`src/rtl/mc_ctrl_pkg.sv`:
```
// Shared encodings for the multicycle RV32I control unit: FSM states, opcodes,
// ALU operation codes and datapath select values.
package mc_ctrl_pkg;

    typedef enum logic [3:0] {
        S_FETCH    = 4'd0,
        S_DECODE   = 4'd1,
        S_MEMADR   = 4'd2,
        S_MEMREAD  = 4'd3,
        S_MEMWB    = 4'd4,
        S_MEMWRITE = 4'd5,
        S_EXECUTER = 4'd6,
        S_EXECUTEI = 4'd7,
        S_ALUWB    = 4'd8,
        S_BRANCH   = 4'd9,
        S_JAL      = 4'd10,
        S_JALR     = 4'd11,
        S_JALRLINK = 4'd12,
        S_TRAP     = 4'd13
    } state_t;

    localparam logic [6:0] OP_LOAD   = 7'b0000011;
    localparam logic [6:0] OP_STORE  = 7'b0100011;
    localparam logic [6:0] OP_R      = 7'b0110011;
    localparam logic [6:0] OP_I      = 7'b0010011;
    localparam logic [6:0] OP_BRANCH = 7'b1100011;
    localparam logic [6:0] OP_JAL    = 7'b1101111;
    localparam logic [6:0] OP_JALR   = 7'b1100111;

    localparam logic [1:0] ALUOP_ADD   = 2'b00;
    localparam logic [1:0] ALUOP_SUB   = 2'b01;
    localparam logic [1:0] ALUOP_FUNCT = 2'b10;

    localparam logic [2:0] ALU_ADD = 3'b000;
    localparam logic [2:0] ALU_SUB = 3'b001;
    localparam logic [2:0] ALU_AND = 3'b010;
    localparam logic [2:0] ALU_OR  = 3'b011;
    localparam logic [2:0] ALU_XOR = 3'b100;
    localparam logic [2:0] ALU_SLT = 3'b101;
    localparam logic [2:0] ALU_SLL = 3'b110;
    localparam logic [2:0] ALU_SRL = 3'b111;

    localparam logic [1:0] SRCA_PC    = 2'b00;
    localparam logic [1:0] SRCA_OLDPC = 2'b01;
    localparam logic [1:0] SRCA_REG   = 2'b10;

    localparam logic [1:0] SRCB_WD   = 2'b00;
    localparam logic [1:0] SRCB_IMM  = 2'b01;
    localparam logic [1:0] SRCB_FOUR = 2'b10;

    localparam logic [1:0] RES_ALUOUT    = 2'b00;
    localparam logic [1:0] RES_DATA      = 2'b01;
    localparam logic [1:0] RES_ALURESULT = 2'b10;

    localparam logic [1:0] IMM_I = 2'b00;
    localparam logic [1:0] IMM_S = 2'b01;
    localparam logic [1:0] IMM_B = 2'b10;
    localparam logic [1:0] IMM_J = 2'b11;

    // Dispatch out of DECODE; unsupported funct3 values trap here rather than later.
    function automatic state_t decode_next(input logic [6:0] op, input logic [2:0] funct3);
        state_t ns;
        case (op)
            OP_LOAD, OP_STORE: ns = (funct3 == 3'b010) ? S_MEMADR : S_TRAP;
            OP_R:              ns = (funct3 == 3'b011) ? S_TRAP : S_EXECUTER;
            OP_I:              ns = (funct3 == 3'b011) ? S_TRAP : S_EXECUTEI;
            OP_BRANCH:         ns = (funct3[2:1] == 2'b00) ? S_BRANCH : S_TRAP;
            OP_JAL:            ns = S_JAL;
            OP_JALR:           ns = S_JALR;
            default:           ns = S_TRAP;
        endcase
        return ns;
    endfunction

endpackage

```
`src/rtl/mc_alu_decoder.sv`:
```
// Maps ALUOp plus instruction fields to the 3-bit ALU operation code.
module mc_alu_decoder
    import mc_ctrl_pkg::*;
(
    input  logic [1:0] aluop,
    input  logic [2:0] funct3,
    input  logic       opb5,
    input  logic       funct7b5,
    output logic [2:0] alucontrol
);

    always_comb begin
        alucontrol = ALU_ADD;
        case (aluop)
            ALUOP_ADD: alucontrol = ALU_ADD;
            ALUOP_SUB: alucontrol = ALU_SUB;
            ALUOP_FUNCT: begin
                case (funct3)
                    // Only R-type can subtract; addi leaves bit 30 as immediate data.
                    3'b000:  alucontrol = (opb5 & funct7b5) ? ALU_SUB : ALU_ADD;
                    3'b001:  alucontrol = ALU_SLL;
                    3'b010:  alucontrol = ALU_SLT;
                    3'b100:  alucontrol = ALU_XOR;
                    3'b101:  alucontrol = ALU_SRL;
                    3'b110:  alucontrol = ALU_OR;
                    3'b111:  alucontrol = ALU_AND;
                    default: alucontrol = ALU_ADD;
                endcase
            end
            default: alucontrol = ALU_ADD;
        endcase
    end

endmodule

```
`src/rtl/mc_control_fsm.sv`:
```
// Multicycle RV32I control unit: instruction-sequencing Moore FSM, immediate
// format decode and ALU decode driving every datapath select and enable.
module mc_control_fsm
    import mc_ctrl_pkg::*;
#(
    parameter int STATE_W = 4
) (
    input  logic               clk,
    input  logic               reset,
    input  logic [6:0]         op,
    input  logic [2:0]         funct3,
    input  logic               funct7b5,
    input  logic               zero,
    output logic [1:0]         immsrc,
    output logic [1:0]         alusrca,
    output logic [1:0]         alusrcb,
    output logic [1:0]         resultsrc,
    output logic               adrsrc,
    output logic [2:0]         alucontrol,
    output logic               irwrite,
    output logic               pcwrite,
    output logic               regwrite,
    output logic               memwrite,
    output logic               illegal,
    output logic               retire,
    output logic [STATE_W-1:0] state_o
);

    state_t     state, next_state;
    logic [1:0] aluop;
    logic       pcupdate;
    logic       branch;

    always_ff @(posedge clk or posedge reset) begin
        if (reset) state <= S_FETCH;
        else       state <= next_state;
    end

    always_comb begin
        next_state = S_FETCH;
        aluop      = ALUOP_ADD;
        alusrca    = SRCA_PC;
        alusrcb    = SRCB_WD;
        resultsrc  = RES_ALUOUT;
        adrsrc     = 1'b0;
        irwrite    = 1'b0;
        pcupdate   = 1'b0;
        branch     = 1'b0;
        regwrite   = 1'b0;
        memwrite   = 1'b0;
        illegal    = 1'b0;
        retire     = 1'b0;
        case (state)
            S_FETCH: begin
                irwrite    = 1'b1;
                alusrcb    = SRCB_FOUR;
                resultsrc  = RES_ALURESULT;
                pcupdate   = 1'b1;
                next_state = S_DECODE;
            end
            S_DECODE: begin
                alusrca    = SRCA_OLDPC;
                alusrcb    = SRCB_IMM;
                next_state = decode_next(op, funct3);
            end
            S_MEMADR: begin
                alusrca    = SRCA_REG;
                alusrcb    = SRCB_IMM;
                next_state = op[5] ? S_MEMWRITE : S_MEMREAD;
            end
            S_MEMREAD: begin
                adrsrc     = 1'b1;
                next_state = S_MEMWB;
            end
            S_MEMWB: begin
                resultsrc = RES_DATA;
                regwrite  = 1'b1;
                retire    = 1'b1;
            end
            S_MEMWRITE: begin
                adrsrc   = 1'b1;
                memwrite = 1'b1;
                retire   = 1'b1;
            end
            S_EXECUTER: begin
                alusrca    = SRCA_REG;
                alusrcb    = SRCB_WD;
                aluop      = ALUOP_FUNCT;
                next_state = S_ALUWB;
            end
            S_EXECUTEI: begin
                alusrca    = SRCA_REG;
                alusrcb    = SRCB_IMM;
                aluop      = ALUOP_FUNCT;
                next_state = S_ALUWB;
            end
            S_ALUWB: begin
                regwrite = 1'b1;
                retire   = 1'b1;
            end
            S_BRANCH: begin
                alusrca = SRCA_REG;
                alusrcb = SRCB_WD;
                aluop   = ALUOP_SUB;
                branch  = 1'b1;
                retire  = 1'b1;
            end
            // Target already sits in ALUOut from DECODE; this cycle forms the link value.
            S_JAL: begin
                alusrca    = SRCA_OLDPC;
                alusrcb    = SRCB_FOUR;
                pcupdate   = 1'b1;
                next_state = S_ALUWB;
            end
            S_JALR: begin
                alusrca    = SRCA_REG;
                alusrcb    = SRCB_IMM;
                resultsrc  = RES_ALURESULT;
                pcupdate   = 1'b1;
                next_state = S_JALRLINK;
            end
            S_JALRLINK: begin
                alusrca    = SRCA_OLDPC;
                alusrcb    = SRCB_FOUR;
                next_state = S_ALUWB;
            end
            S_TRAP: begin
                illegal    = 1'b1;
                next_state = S_TRAP;
            end
            default: begin
                illegal    = 1'b1;
                next_state = S_FETCH;
            end
        endcase
    end

    always_comb begin
        case (op)
            OP_LOAD, OP_I, OP_JALR: immsrc = IMM_I;
            OP_STORE:               immsrc = IMM_S;
            OP_BRANCH:              immsrc = IMM_B;
            OP_JAL:                 immsrc = IMM_J;
            default:                immsrc = IMM_I;
        endcase
    end

    // bne reuses the beq comparison with the sense flipped by funct3[0].
    assign pcwrite = pcupdate | (branch & (zero ^ funct3[0]));
    assign state_o = STATE_W'(state);

    mc_alu_decoder u_alu_decoder (
        .aluop      (aluop),
        .funct3     (funct3),
        .opb5       (op[5]),
        .funct7b5   (funct7b5),
        .alucontrol (alucontrol)
    );

endmodule

```
`config.mk`:
```
export PLATFORM = sky130hd
export DESIGN_NAME = mc_control_fsm
export DESIGN_NICKNAME = d
export VERILOG_FILES = /design/src/rtl/mc_ctrl_pkg.sv /design/src/rtl/mc_alu_decoder.sv /design/src/rtl/mc_control_fsm.sv
export SDC_FILE = /design/constraint.sdc
export NUM_CORES = 1
export LEC_CHECK = 0
export CORE_MARGIN = 1.5
export CORE_UTILIZATION = 40
export DETAILED_ROUTE_END_ITERATION = 8
export PLACE_DENSITY_LB_ADDON = 0.2
export SLEW_MARGIN = 20
export SYNTH_ARGS = -nofsm -noshare
export SYNTH_HDL_FRONTEND = slang
export SYNTH_SLANG_ARGS = --single-unit
```
`constraint.sdc`:
```
create_clock -name clk -period 2.29 [get_ports clk]
set_input_delay 0.5725 -clock clk [delete_from_list [all_inputs] [get_ports clk]]
set_output_delay 0.5725 -clock clk [all_outputs]
set_load 0.005 [all_outputs]
```
## After elaboration in Yosys (flattened, before gate mapping)

Cells that the tools add are included.

| word-level totals | value |
|---|---|
| input port bits | 14 |
| word-level logic and storage cells | 73 |
| register bits after elaboration | 4 |
| output and inout port bits | 22 |

| operators by class | value |
|---|---|
| bitwise gates (word level) | 4 |
| reductions and logical operators | 16 |
| muxes and demuxes | 23 |
| eq/ne operators | 29 |

Operators with widths:

| kind | number |
|---|---|
| $pmux 4 s7 | 1 |
| $eq 4x4->1 const B | 6 |
| $pmux 4 s6 | 1 |
| $eq 7x7->1 const B | 3 |
| $pmux 3 s7 | 1 |
| $eq 4x3->1 const B | 4 |
| $pmux 2 s2 | 4 |
| $eq 7x6->1 const B | 2 |
| $reduce_or 13->1 | 1 |
| $eq 3x3->1 const B | 4 |
| $mux 4 | 3 |
| $reduce_or 4->1 | 3 |
| $reduce_or 2->1 | 5 |
| $mux 1 | 9 |
| $reduce_or 3->1 | 3 |
| $eq 4x2->1 const B | 2 |
| $eq 7x2->1 const B | 1 |
| $eq 7x5->1 const B | 1 |
| $eq 3x2->1 const B | 2 |
| $mux 3 | 2 |
| $pmux 2 s3 | 1 |
| $pmux 3 s2 | 1 |
| $reduce_or 5->1 | 1 |
| $eq 4x1->1 const B | 1 |
| 9 further kinds | 10 |

## Logic depth before layout (Yosys ltp)

| logic depth | value |
|---|---|
| word-level depth | 5 |
| gate-level depth with buffers | 8 |
| depth with buffers taken out | 7 |

## Modules after synthesis

A second synthesis with hierarchy kept.

| unflattened totals | value |
|---|---|
| cells, all modules | 102 |
| area, all modules | 793.3 µm² |

Modules (own cells, without submodules):

| module | sequential area each (µm²) | cells an instance | area each (µm²) | times used |
|---|---|---|---|---|
| mc_control_fsm | 100.1 | 87 | 668.1 | 1 |
| mc_alu_decoder | 0.0 | 15 | 125.1 | 1 |

## Least setup slack after synthesis

Ideal clock, no wire load.

| timing path | value |
|---|---|
| path kind | register to output |
| from | reg state[2], in the netlist state_o[2] |
| to | out alucontrol[2] |
| stages on the path, launching flop included | 7 |
| arrival time | 1.515 ns |
| setup slack | 0.202 ns |
| buffers on the path | 2 |
| required time | 1.717 ns |
| path through | dfrtp_1 > buf_6 > clkbuf_1 > nor2_1 > nand2_1 > ha_1 > nor4bb_1 |

| on the way | value |
|---|---|
| longest elaborated chain between the ends | 5 |
| elaborated cells on any way between the ends | 8 |
| classes of those cells | eq/ne (5); mux (2); reduce/logical (1) |

RTL lines:

| what | RTL line | text |
|---|---|---|
| from (decl) | mc_control_fsm.sv:29 | `state_t state, next_state;` |
| from (signal assigned) | mc_control_fsm.sv:36 | `else state <= next_state;` |
| $eq 4x3->1 | mc_control_fsm.sv:53 | `case (state)` |
| $reduce_or 2->1 (no source line) | -- |  |
| $pmux 2 s2 * | mc_control_fsm.sv:53 |  |
| $eq 2x2->1 or $eq 2x1->1 (tied branches) | mc_alu_decoder.sv:14 | `case (aluop)` |
| $pmux 3 s2 * | mc_alu_decoder.sv:14 |  |
| to (decl) | mc_control_fsm.sv:19 | `output logic [2:0] alucontrol,` |

Mark *: on every way between the ends. The rest lies on a longest branch, timed or not.

## Worst setup path after layout

Ends and elaborated chain as after synthesis.

==> run metrics <==
GPL Wtd Cong=0.865; Required @ worst endpoint=1.72 ns; share of flip-flops with an asynchronous set or reset=100%; synth cell count leaders=16 x nand2_1, 11 x o21ai_0, 10 x nor2_1; clk_lat worst skew=0.24 ns; via count=1,095; Slew headroom=67.1%; H-tree levels=1; synthesis warning total=0; Mean Syn Cell Area=6.48 µm²; internal power of the cells=0.654 mW; final worst slack=around 0.07 ns; VDD IR max=approximately 460 µV; Combinational Power Share=about four fifths; share of the synthesized area in the top cell type=13.6%; DIE WIDTH=~46 µm; crit path DAT=roughly 1.7 ns; pre-CTS setup slack=-0.366 ns; vias in the first global route=1,014; type of the worst setup path=flip-flop to output port; # hold bufs at CTS=0; Final #Nets=192; nature of the critical path startpoint=flip-flop; Setup Skew=0.00491 ns; status=complete, no violations; critical path endpoint category=output port; R2R cell count=6; Hold Vio Cnt, Final=0; register area share after synthesis=between 10% and 20%; initial antenna violation count=0; Seq pwr share=10.6%; Post-Route WL=2780 µm; fin util=between 70% and 80%; CTS tree=built; Max-Cap Viols=0; area delta synth->final=86.3%; Leak=0.670 nW; global-route wire length before repair=4180 µm; HP Class=primary input to asynchronous set/reset pin; Tmin final=approximately 2.2 ns; Num CTS Buffers=3; remaining antenna violation count=0; port buffer count=35; vias per std cell=5.50; Fmax=0.450 GHz; share of cells above drive strength 1=32.8%; clock tree buffer depth=2; global-route met2 utilization=51.4%; worst path bufs/invs=2; worst path cell trace=buf_4, nor2_4, nand2_2, ha_2, nor4bb_2, buf_2; FILL cells=approximately 140; DP HPWL=slightly below 2000 µm; max reg flops=4; largest net degree at the start of global routing=15; most frequent cell after synthesis=nand2_1; Crit Path Max Fanout=3; Synth Flop Type=dfrtp_1; remaining design rule violation count=0; # IOs=36; dpl cell area=0.00127 mm²; diode count=0; tightest hold margin=0.510 ns; FP Rows=15; Worst Tran Pin Value=0.492 ns; met1 GRT Util=approximately 30%; Crit. path cell count=6; Power Dens Cells=between 800 and 900 mW/mm²; Reg clk slew, reported paths=0.04 ns; Core Footprint=0.00173 mm²; Routed wire per std cell=13.9 µm; leading area contributor after synthesis=dfrtp_1; Post-Syn Area=738 µm²; busiest grt layer=met2; Sw Share=45.1%; CP top delay family=simple AND/OR/NAND/NOR gates; most area-consuming cells after synthesis=dfrtp_1 14%, nand2_1 8.1%, o21ai_0 7.5%, a21oi_1 5.4%, nor2_1 5.1%; clock power share=under 10%; Die H=~46 µm; Worst path max stage delay=0.39 ns; EDFF count, synth=0; grt ovf=0; initial drt markers=40; Total GRT Usage=26.4%; net switching power=0.537 mW; post-synthesis register bit count=4; Mapped Nets=130; die area=0.00211 mm²; initial core utilization=between 40% and 50%; Worst path slowest cell=dfrtp_1; routing usage on met3=1.59%; Mapped Cells=roughly 110; R2R setup slack=0.68 ns; root buf cell=clkbuf_4; Pre-antenna DRT Iters=4; fin area=0.00138 mm²; Final Max Slew Viols=0; CTS Sinks=4; Setup-failing EPs final=0; period utilisation layout=97.0%; post-synthesis cell type count=43
[path summary, 6_finish.rpt]
check | from | to
min in group clk | state_o[2] | state_o[1]
min reg2reg | state_o[2] | state_o[1]
min | reset | state_o[2]
max | state_o[2] | alucontrol[2]
max in group asynchronous | reset | state_o[3]
max reg2reg | state_o[1] | state_o[1]
[routing by layer]
metal | up-vias | routed length [µm] | share of wire [%]
met5 | - | 0 | 0
met4 | 0 | 18 | 0.65
met3 | 2 | 101 | 3.6
li1 | 534 | - | -
met2 | 37 | 1510 | 54
met1 | 522 | 1150 | 41
[cells in the final DEF (no fill, tap or decap), types with 2 or more instances in the layout]
cell / count
o21ai_1: 2
nand2b_1: 3
inv_1: 6
nand3_1: 5
clkbuf_2: 3
nand2_1: 15
nor2_1: 8
nand4_1: 2
buf_2: 2
dlygate4sd2_1: 11
dfrtp_1: 3
nor3_1: 5
o21ai_0: 9
buf_6: 2
clkdlybuf4s50_1: 14
dlymetal6s2s_1: 4
a21oi_1: 5
buf_4: 29
o211ai_1: 2
or3_1: 2
a21oi_2: 3
xnor2_2: 2
nor2_4: 2
clkbuf_4: 3
[kinds of logic (layout without fill, tap and decap cells)]
logic type,count (synthesis),after routing,share of synthesized area [%]
buffers and inverters,17,77,11.5
adder cells (fa/ha/maj),2,2,3.39
AND/OR/NAND/NOR,55,55,38.1
XOR/XNOR,4,4,4.75
flip-flops,4,4,13.6
AO/OA/AOI/OAI,31,31,27.3
multiplexers,1,1,1.36
[power by group through the flow]
stage / logic (mW) / clock network, mW / registers [mW]
final: 0.972 / 0.0932 / 0.126
after global routing: 1.06 / 0.104 / 0.128
after CTS: 0.911 / 0.0962 / 0.122
after detailed placement: 0.902 / 0 / 0.121
after global placement: 0.877 / 0 / 0.123
after floorplan: 0.408 / 0 / 0.130
[timing repair]
| item | CTS | global route |
|---|---|---|
| setup endpoints to repair | 14 | 10 |
| pin swaps | 3 | 2 |
| setup buffers | 4 | 0 |
| resized for setup | 35 | 22 |
| gates cloned | 0 | 0 |
[cell type report]
| cell class | instances | area (µm²) | share of cell area, % |
|---|---|---|---|
| Multi-Input combinational cell | 93 | 626 | 45.5 |
| Timing Repair Buffer | 66 | 562 | 40.9 |
| Sequential cell | 4 | 101 | 7.37 |
| Inverter | 8 | 32.5 | 2.37 |
| Tap cell | 25 | 31.3 | 2.27 |
| Clock buffer | 3 | 22.5 | 1.64 |
[per-stage QoR]
step                std cells  power (mW)  TNS (ns)
floorplan                 114       0.538         0
global placement          192        1.00     -1.83
detailed placement        192        1.02     -1.95
CTS                       199        1.13         0
global route              199        1.29  -0.00216
finish                    199        1.19         0
No activity file was read; power rests on OpenSTA's default activity.
